File: src/rtl/mem_arbiter_if.sv
// Bundle of the fetch-side, data-side and shared-memory signals of mem_arbiter.
// slave: the arbiter's view; master: the requesters/memory environment view.
interface mem_arbiter_if;
  logic        i_req;
  logic [15:0] i_addr;
  logic [15:0] i_rdata;
  logic        i_valid;
  logic        i_stall;

  logic        d_req;
  logic        d_wr;
  logic [15:0] d_addr;
  logic [15:0] d_wdata;
  logic [15:0] d_rdata;
  logic        d_valid;
  logic        d_stall;

  logic        mem_en;
  logic        mem_wr;
  logic [15:0] mem_addr;
  logic [15:0] mem_wdata;
  logic [15:0] mem_rdata;

  modport slave (
    input  i_req, i_addr,
    output i_rdata, i_valid, i_stall,
    input  d_req, d_wr, d_addr, d_wdata,
    output d_rdata, d_valid, d_stall,
    output mem_en, mem_wr, mem_addr, mem_wdata,
    input  mem_rdata
  );

  modport master (
    output i_req, i_addr,
    input  i_rdata, i_valid, i_stall,
    output d_req, d_wr, d_addr, d_wdata,
    input  d_rdata, d_valid, d_stall,
    input  mem_en, mem_wr, mem_addr, mem_wdata,
    output mem_rdata
  );
endinterface

File: src/rtl/mem_arbiter.sv
// Two-requester arbiter for a shared single-port memory. Data side has fixed
// priority over fetch side; each access holds the memory for LATENCY cycles,
// followed by a one-cycle response state that pulses the owner's valid.
module mem_arbiter #(
  parameter int unsigned LATENCY = 4
) (
  input logic          clk,
  input logic          rst,
  mem_arbiter_if.slave bus
);

  typedef enum logic [1:0] {IDLE, D_ACC, I_ACC, RESP} state_t;

  localparam logic [3:0] CNT_INIT = 4'(LATENCY - 1);

  state_t      state_q, state_d;
  logic [3:0]  cnt_q, cnt_d;
  logic        owner_q, owner_d;
  logic        mem_en_q, mem_en_d;
  logic        mem_wr_q, mem_wr_d;
  logic [15:0] mem_addr_q, mem_addr_d;
  logic [15:0] mem_wdata_q, mem_wdata_d;
  logic [15:0] i_rdata_q, i_rdata_d;
  logic [15:0] d_rdata_q, d_rdata_d;
  logic        i_valid_q, i_valid_d;
  logic        d_valid_q, d_valid_d;

  // Next-state and registered-output computation for the access FSM.
  always_comb begin
    state_d     = state_q;
    cnt_d       = cnt_q;
    owner_d     = owner_q;
    mem_en_d    = mem_en_q;
    mem_wr_d    = mem_wr_q;
    mem_addr_d  = mem_addr_q;
    mem_wdata_d = mem_wdata_q;
    i_rdata_d   = i_rdata_q;
    d_rdata_d   = d_rdata_q;
    i_valid_d   = 1'b0;
    d_valid_d   = 1'b0;
    unique case (state_q)
      IDLE: begin
        if (bus.d_req) begin
          state_d     = D_ACC;
          owner_d     = 1'b1;
          cnt_d       = CNT_INIT;
          mem_en_d    = 1'b1;
          mem_wr_d    = bus.d_wr;
          mem_addr_d  = bus.d_addr;
          mem_wdata_d = bus.d_wdata;
        end else if (bus.i_req) begin
          state_d    = I_ACC;
          owner_d    = 1'b0;
          cnt_d      = CNT_INIT;
          mem_en_d   = 1'b1;
          mem_wr_d   = 1'b0;
          mem_addr_d = bus.i_addr;
        end
      end
      D_ACC, I_ACC: begin
        if (cnt_q != 4'd0) begin
          cnt_d = cnt_q - 4'd1;
        end else begin
          state_d  = RESP;
          mem_en_d = 1'b0;
          mem_wr_d = 1'b0;
          if (owner_q) begin
            d_valid_d = 1'b1;
            if (!mem_wr_q) d_rdata_d = bus.mem_rdata;
          end else begin
            i_valid_d = 1'b1;
            i_rdata_d = bus.mem_rdata;
          end
        end
      end
      RESP: state_d = IDLE;
      default: state_d = IDLE;
    endcase
  end

  // State and output registers with asynchronous reset.
  always_ff @(posedge clk or posedge rst) begin
    if (rst) begin
      state_q     <= IDLE;
      cnt_q       <= '0;
      owner_q     <= 1'b0;
      mem_en_q    <= 1'b0;
      mem_wr_q    <= 1'b0;
      mem_addr_q  <= '0;
      mem_wdata_q <= '0;
      i_rdata_q   <= '0;
      d_rdata_q   <= '0;
      i_valid_q   <= 1'b0;
      d_valid_q   <= 1'b0;
    end else begin
      state_q     <= state_d;
      cnt_q       <= cnt_d;
      owner_q     <= owner_d;
      mem_en_q    <= mem_en_d;
      mem_wr_q    <= mem_wr_d;
      mem_addr_q  <= mem_addr_d;
      mem_wdata_q <= mem_wdata_d;
      i_rdata_q   <= i_rdata_d;
      d_rdata_q   <= d_rdata_d;
      i_valid_q   <= i_valid_d;
      d_valid_q   <= d_valid_d;
    end
  end

  assign bus.mem_en    = mem_en_q;
  assign bus.mem_wr    = mem_wr_q;
  assign bus.mem_addr  = mem_addr_q;
  assign bus.mem_wdata = mem_wdata_q;
  assign bus.i_rdata   = i_rdata_q;
  assign bus.d_rdata   = d_rdata_q;
  assign bus.i_valid   = i_valid_q;
  assign bus.d_valid   = d_valid_q;
  assign bus.i_stall   = bus.i_req & ~i_valid_q;
  assign bus.d_stall   = bus.d_req & ~d_valid_q;

endmodule

File: src/flat_wrapper.sv
// flat-port wrapper written by rule: the top's interface ports become plain ports
module mem_arbiter_flat 
#(
  parameter int unsigned LATENCY = 4
)
  (clk, rst, bus_i_req, bus_i_addr, bus_i_rdata, bus_i_valid, bus_i_stall, bus_d_req, bus_d_wr, bus_d_addr, bus_d_wdata, bus_d_rdata, bus_d_valid, bus_d_stall, bus_mem_en, bus_mem_wr, bus_mem_addr, bus_mem_wdata, bus_mem_rdata);
  mem_arbiter_if bus_i ();
  input logic clk;
  input logic rst;
  input wire logic [$bits(bus_i.i_req)-1:0] bus_i_req;
  input wire logic [$bits(bus_i.i_addr)-1:0] bus_i_addr;
  output wire logic [$bits(bus_i.i_rdata)-1:0] bus_i_rdata;
  output wire logic [$bits(bus_i.i_valid)-1:0] bus_i_valid;
  output wire logic [$bits(bus_i.i_stall)-1:0] bus_i_stall;
  input wire logic [$bits(bus_i.d_req)-1:0] bus_d_req;
  input wire logic [$bits(bus_i.d_wr)-1:0] bus_d_wr;
  input wire logic [$bits(bus_i.d_addr)-1:0] bus_d_addr;
  input wire logic [$bits(bus_i.d_wdata)-1:0] bus_d_wdata;
  output wire logic [$bits(bus_i.d_rdata)-1:0] bus_d_rdata;
  output wire logic [$bits(bus_i.d_valid)-1:0] bus_d_valid;
  output wire logic [$bits(bus_i.d_stall)-1:0] bus_d_stall;
  output wire logic [$bits(bus_i.mem_en)-1:0] bus_mem_en;
  output wire logic [$bits(bus_i.mem_wr)-1:0] bus_mem_wr;
  output wire logic [$bits(bus_i.mem_addr)-1:0] bus_mem_addr;
  output wire logic [$bits(bus_i.mem_wdata)-1:0] bus_mem_wdata;
  input wire logic [$bits(bus_i.mem_rdata)-1:0] bus_mem_rdata;
  assign bus_i.i_req = bus_i_req;
  assign bus_i.i_addr = bus_i_addr;
  assign bus_i_rdata = bus_i.i_rdata;
  assign bus_i_valid = bus_i.i_valid;
  assign bus_i_stall = bus_i.i_stall;
  assign bus_i.d_req = bus_d_req;
  assign bus_i.d_wr = bus_d_wr;
  assign bus_i.d_addr = bus_d_addr;
  assign bus_i.d_wdata = bus_d_wdata;
  assign bus_d_rdata = bus_i.d_rdata;
  assign bus_d_valid = bus_i.d_valid;
  assign bus_d_stall = bus_i.d_stall;
  assign bus_mem_en = bus_i.mem_en;
  assign bus_mem_wr = bus_i.mem_wr;
  assign bus_mem_addr = bus_i.mem_addr;
  assign bus_mem_wdata = bus_i.mem_wdata;
  assign bus_i.mem_rdata = bus_mem_rdata;
  mem_arbiter #(.LATENCY(LATENCY)) u_core (.clk(clk), .rst(rst), .bus(bus_i));
endmodule
File: config.mk
export PLATFORM = sky130hd
export DESIGN_NAME = mem_arbiter_flat
export DESIGN_NICKNAME = d
export VERILOG_FILES = /design/src/rtl/mem_arbiter_if.sv /design/src/rtl/mem_arbiter.sv /design/src/flat_wrapper.sv
export SDC_FILE = /design/constraint.sdc
export NUM_CORES = 1
export LEC_CHECK = 0
export CAP_MARGIN = 5
export CELL_PAD_IN_SITES_DETAIL_PLACEMENT = 0
export CELL_PAD_IN_SITES_GLOBAL_PLACEMENT = 1
export CORE_UTILIZATION = 32
export DETAILED_ROUTE_END_ITERATION = 8
export PLACE_DENSITY_LB_ADDON = 0.05
export SYNTH_ARGS = -nofsm -noshare
export SYNTH_HDL_FRONTEND = slang
export SYNTH_SLANG_ARGS = --single-unit
export TNS_END_PERCENT = 100
File: constraint.sdc
create_clock -name clk -period 2.55 [get_ports clk]
set_clock_uncertainty 0.15 [all_clocks]
set_input_delay 0.255 -clock clk [delete_from_list [all_inputs] [get_ports clk]]
set_output_delay 0.255 -clock clk [all_outputs]
set_load 0.02 [all_outputs]
* Word-level counts from Yosys, hierarchy flattened *
Cells that the tools add are included.

storage, ports and cells
  register bits after elaboration = 75
  output and inout port bits = 70
  logic and storage cells = 61

operators by class
  $add $sub $neg = 1
  eq/ne operators = 6
  multiplexer cells = 24
  bitwise logic cells = 7
  reduce and logical (&&, ||, !) cells = 12

operators with widths
  cell                                                                      number
  16-bit two-way mux                                                        2
  1-bit two-way mux                                                         12
  4-bit two-way mux                                                         3
  3-bit AND reduction                                                       3
  4-bit case mux with 2 select lines                                        1
  2-bit two-way mux                                                         3
  2-bit case mux with 3 select lines                                        1
  2-bit AND reduction                                                       3
  1-bit NOT                                                                 5
  2-bit == test (second input constant)                                     2
  1-bit case mux with 2 select lines                                        2
  4-bit AND reduction                                                       1
  2-bit nonzero test                                                        2
  4-bit nonzero test                                                        1
  4-bit by 1-bit subtractor with 4-bit output (second input constant)       1
  3-bit inequality test (second input constant)                             1
  1-bit bitwise AND                                                         2
  2-bit by 1-bit == test with 1-bit output (second input constant)          1
  2-bit logical NOT                                                         1
  2-bit by 1-bit inequality test with 1-bit output (second input constant)  1
  2-bit inequality test (second input constant)                             1
  2-bit OR reduction                                                        1

* Longest topological paths before layout *
  depth in word-level cells = 4
  mapped depth = 8
  gate-level depth less buffers = 5

* Worst setup path before layout *
OpenSTA, ideal clock, no wires.

  path kind = flip-flop to flip-flop
  start = reg u_core.state_q[0]
  end = reg u_core.i_rdata_q[3], in the netlist u_core.bus.i_rdata[3]
  setup time = 0.125 ns
  data arrival time = 1.831 ns
  data required time = 2.275 ns
  slack = 0.445 ns
  cell stages (with the launch flop) = 8
  buffers on the path = 2
  period minus slack after synthesis = 2.105 ns
  path through = dfrtp_1 > inv_1 > ha_1 > buf_4 > inv_2 > nor4_4 > buf_6 > mux2_2

on the way
  cells in the longest elaborated chain, start to end = 3

ends and longest elaborated chain
  element                                                                           RTL line            source
  from (decl)                                                                       mem_arbiter.sv:16   state_t state_q, state_d;
  from (signal assigned)                                                            mem_arbiter.sv:96   state_q <= state_d;
  2-bit by 1-bit == test with 1-bit output / 2-bit == test (equally long branches)  mem_arbiter.sv:41   unique case (state_q)
  2-bit OR reduction (*)                                                            mem_arbiter.sv:41
  3-bit AND reduction (no source line) (*)                                          n/a
  to (signal assigned)                                                              mem_arbiter.sv:103  i_rdata_q <= i_rdata_d;
  to (decl)                                                                         mem_arbiter.sv:23   logic [15:0] i_rdata_q, i_rdata_d;

Every way passes the cells marked *; elsewhere a longest branch is shown, timed or not.
A chain may end at the register's enable or synchronous reset.

* Worst setup path in the final report *
  start = reg u_core.state_q[0]
  end = reg u_core.i_rdata_q[0], in the netlist u_core.bus.i_rdata[0]

Same word-level chain as after synthesis.

==> results.py <==
metrics = {
    "run_status": {
        "status": "finished, final reports clean",
    },
    "pwr": {
        "irDropWorstVdd_v": 0.000539,
        "p_total_mw": 6.17,
        "p_leak_nw": 2.12,
        "p_per_area_nw_per_um2": 1250,
        "intPower_mw": 3.89,
        "seqPwrFrac_pct": 33.9,
        "power.switching_mw": 2.28,
        "p_clk_share_pct": 14.0,
        "netSwitchingFraction_pct": 37.0,
        "comb_power_share_pct": 52.1,
    },
    "worst_setup_path": {
        "crit_required_ps": 2630,
        "r2r_setup_slack_ps": 300,
        "worstReg2RegEnd": "u_core.bus.i_rdata[0]",
        "critPathArrivalTime_ps": 2320,
        "timing.rr.start": "u_core.state_q[0]",
        "slowest_delay_ps": 500,
        "r2r_cells": 6,
        "crit_path_cell_trace": "inv_1 -> ha_1 -> inv_2 -> nor4_4 -> buf_4 -> mux2_2",
        "critical_path_peak_fanout": 17,
        "cp-end-kind": "flop",
        "path_class": "reg2reg",
        "critPathSlowestCell": "ha_1",
        "crit_buf_inv": 3,
        "crit_family": "adder cells",
        "cp-start-kind": "flop",
    },
    "floorplanning": {
        "die_y_um": 102,
        "io_pins": 139,
        "start_util_pct": 32.8,
        "rows": 36,
        "die_area_um2": 10400,
        "die_w_um": 102,
        "design.core.area_um2": 9730,
    },
    "synthesis": {
        "synth_top_family_by_area": "multiplexers",
        "synth_cells": 231,
        "syn_nets": 303,
        "synth_edf_count": 0,
        "yosysSeqAreaShare_pct": 58.9,
        "synth_compound_area_share_pct": 6.28,
        "synth_area_um2": 3190,
        "yosysTopAreaCell": "dfrtp_1",
        "synthXorXnorAreaFrac_pct": 0,
        "synth_ff_type": "dfrtp_1",
        "synth_mux_area_share_pct": 23.5,
        "async_reset_ff_share_pct": 100,
        "synth_top_area_share_pct": 58.9,
        "avgSynthCellArea_um2": 13.8,
        "ys_types": 37,
        "ys_warn_count": 0,
        "synth-adder-area-share_pct": 1.18,
        "synth-simple-area-share_pct": 7.34,
        "synth_area_leaders": "dfrtp_1 (59%), mux2_2 (12%), mux2i_1 (5.3%), mux2_4 (4.7%), o21ai_0 (2.7%)",
        "ys_ff_latch": 75,
    },
    "routing": {
        "vias": 2274,
        "wl_um": 7020,
        "dr.pass1.iters": 4,
        "drc": 0,
        "first_iter_violations": 70,
        "wl_per_cell_um": 13.7,
        "routed_via_density": 4.43,
        "ant_nets": 0,
    },
    "global_route": {
        "grt_antenna_before_repair": 0,
        "grt_pass1_vias": 2226,
        "grt_max_degree": 34,
        "overflow": 0,
        "grt_pass1_wl_um": 11300,
        "track_usage_pct": 14.4,
    },
    "placed_design": {
        "placed_cell_area_um2": 4740,
        "portBuffers": 138,
        "dpl_worst_slack_ps": 308,
        "place.gp.congestion": 0.801,
        "dpl.hpwl_um": 5130,
    },
    "layout": {
        "antenna_cells": 0,
        "design_area_um2": 4920,
        "seqCellArea_um2": 1880,
        "n_fill_cell": 909,
        "drive_above_1_share_pct": 18.7,
        "fin_nets": 448,
        "syn2layout_area_growth_pct": 54.4,
        "multi_input_area_um2": 1220,
    },
    "sta": {
        "final_max_slew_viol_count": 0,
        "rsz0062_at_grt": "false",
        "setup_tns_ps": 0,
        "fmax_mhz": 445,
        "slew_headroom_pct": 60.3,
        "tightest_slew_ps": 595,
        "finalSetupViolations": 0,
        "fin_crit_sh_pct": 88.1,
        "fin_crit_ps": 2250,
        "setup_slack_ps": 304,
        "hold_viol": 0,
    },
    "clock_tree": {
        "cts-hold-fix-buffers": 0,
        "clkSlewWorstSetupHoldPaths_ps": 80,
        "clock_latency_ps": 340,
        "cts_made_buffers": 9,
        "cts_max_level": 3,
        "cts_tree": "built",
        "cts_root_buf": "clkbuf_8",
        "post_cts_buffers": 0,
        "cts.sinks": 75,
        "clk_path_buf_depth": 2,
        "cts_resized": 0,
    },
    "min_path": {
        "hp-class": "in2async",
    },
    "flow_run": {
        "cap_violations": 0,
    },
}
[layer usage]
| layer | routed length (um) | track usage [%] | part of all wire (%) | up-vias |
|---|---|---|---|---|
| met5 | 0 | 0 | 0 | - |
| met4 | 82 | 4.62 | 1.2 | 0 |
| met3 | 593 | 6.63 | 8.4 | 8 |
| met2 | 3340 | 22.1 | 48 | 78 |
| met1 | 3010 | 18.1 | 43 | 1087 |
| li1 | - | - | - | 1101 |
[placed cells by master, fill, tap and decap left out, drive strengths merged, types with 3 or more instances in the layout]
cell	count
buf	7
clkbuf	10
clkdlybuf4s50	138
clkinv	3
dfrtp	75
ha	3
inv	6
mux2	48
mux2i	17
nand2	17
nand2b	4
nand4b	3
nor2	4
nor2b	3
o21ai	18
o22ai	3
[through the flow]
step | instances | hold WS (ps) | utilization [%]
after floorplan | 231 | 240 | -
after global placement | 498 | 310 | 48.7
after detailed placement | 498 | 318 | 48.7
after CTS | 513 | 142 | 50.6
after global routing | 513 | 165 | 50.6
final | 513 | 140 | 50.6
[cell type report]
| class | instances | share of cell area (%) |
|---|---|---|
| repair buffers | 145 | 29.4 |
| inverters | 7 | 0.559 |
| clock buffers | 10 | 2.59 |
| well taps | 133 | 3.38 |
| multi-input cells | 138 | 24.9 |
| clock inverters | 5 | 1.12 |
| flip-flops and latches | 75 | 38.1 |
[cell families after synthesis]
group / count (synthesis)
compound gates: 32
fa+ha+maj: 3
buf+inv: 18
flops: 75
mux: 65
simple gates: 38
[power by group through the flow]
stage          logic (mW)  registers, mW  clock network, mW
2_1_floorplan        1.15           2.76                  0
3_3_place_gp         3.23           2.12                  0
3_5_place_dp         3.26           2.12                  0
4_1_cts              3.26           2.10              0.906
5_1_grt              3.47           2.17              0.964
6_report             3.21           2.09              0.866
[Yosys cell counts, types with 2 or more instances]
| cell type | n |
|---|---|
| o22ai_1 | 3 |
| nor2_1 | 4 |
| mux2_1 | 4 |
| buf_6 | 2 |
| buf_2 | 4 |
| a21o_1 | 2 |
| mux2_4 | 10 |
| mux2i_1 | 17 |
| nand4b_1 | 2 |
| ha_1 | 3 |
| mux2_2 | 34 |
| inv_1 | 6 |
| dfrtp_1 | 75 |
| nor2b_1 | 3 |
| o2bb2ai_1 | 2 |
| o21ai_0 | 17 |
| clkbuf_1 | 4 |
| nand2_1 | 17 |
| nand2b_1 | 4 |
[worst reg2reg max path: stages, from the launching register on]
cell,delay [ps]
dfrtp_1,350
inv_1,40
ha_1,500
inv_2,160
nor4_4,260
buf_4,290
mux2_2,370
[state kept, by name, summed over array words and instances, names as in the netlist, 2 cells and up]
| name | cells |
|---|---|
| u_core.cnt_q | 4 |
| u_core.bus.mem_wdata | 16 |
| u_core.bus.i_rdata | 16 |
| u_core.bus.mem_addr | 16 |
| u_core.bus.d_rdata | 16 |
| u_core.state_q | 2 |
[how the worst max path moves through the flow]
stage | startpoint | to | slack (ps) | cells after the start
after floorplan | rst | u_core.bus.d_rdata[0] | 240 | 1
after global placement | u_core.state_q[0] | u_core.bus.i_rdata[7] | 370 | 6
after detailed placement | u_core.state_q[0] | u_core.bus.i_rdata[0] | 310 | 6
after CTS | u_core.state_q[0] | u_core.bus.i_rdata[0] | 290 | 6
after global routing | u_core.state_q[0] | u_core.bus.i_rdata[0] | 150 | 6
final | u_core.state_q[0] | u_core.bus.i_rdata[0] | 300 | 6
Note: power is estimated with default switching activity, not from simulation.
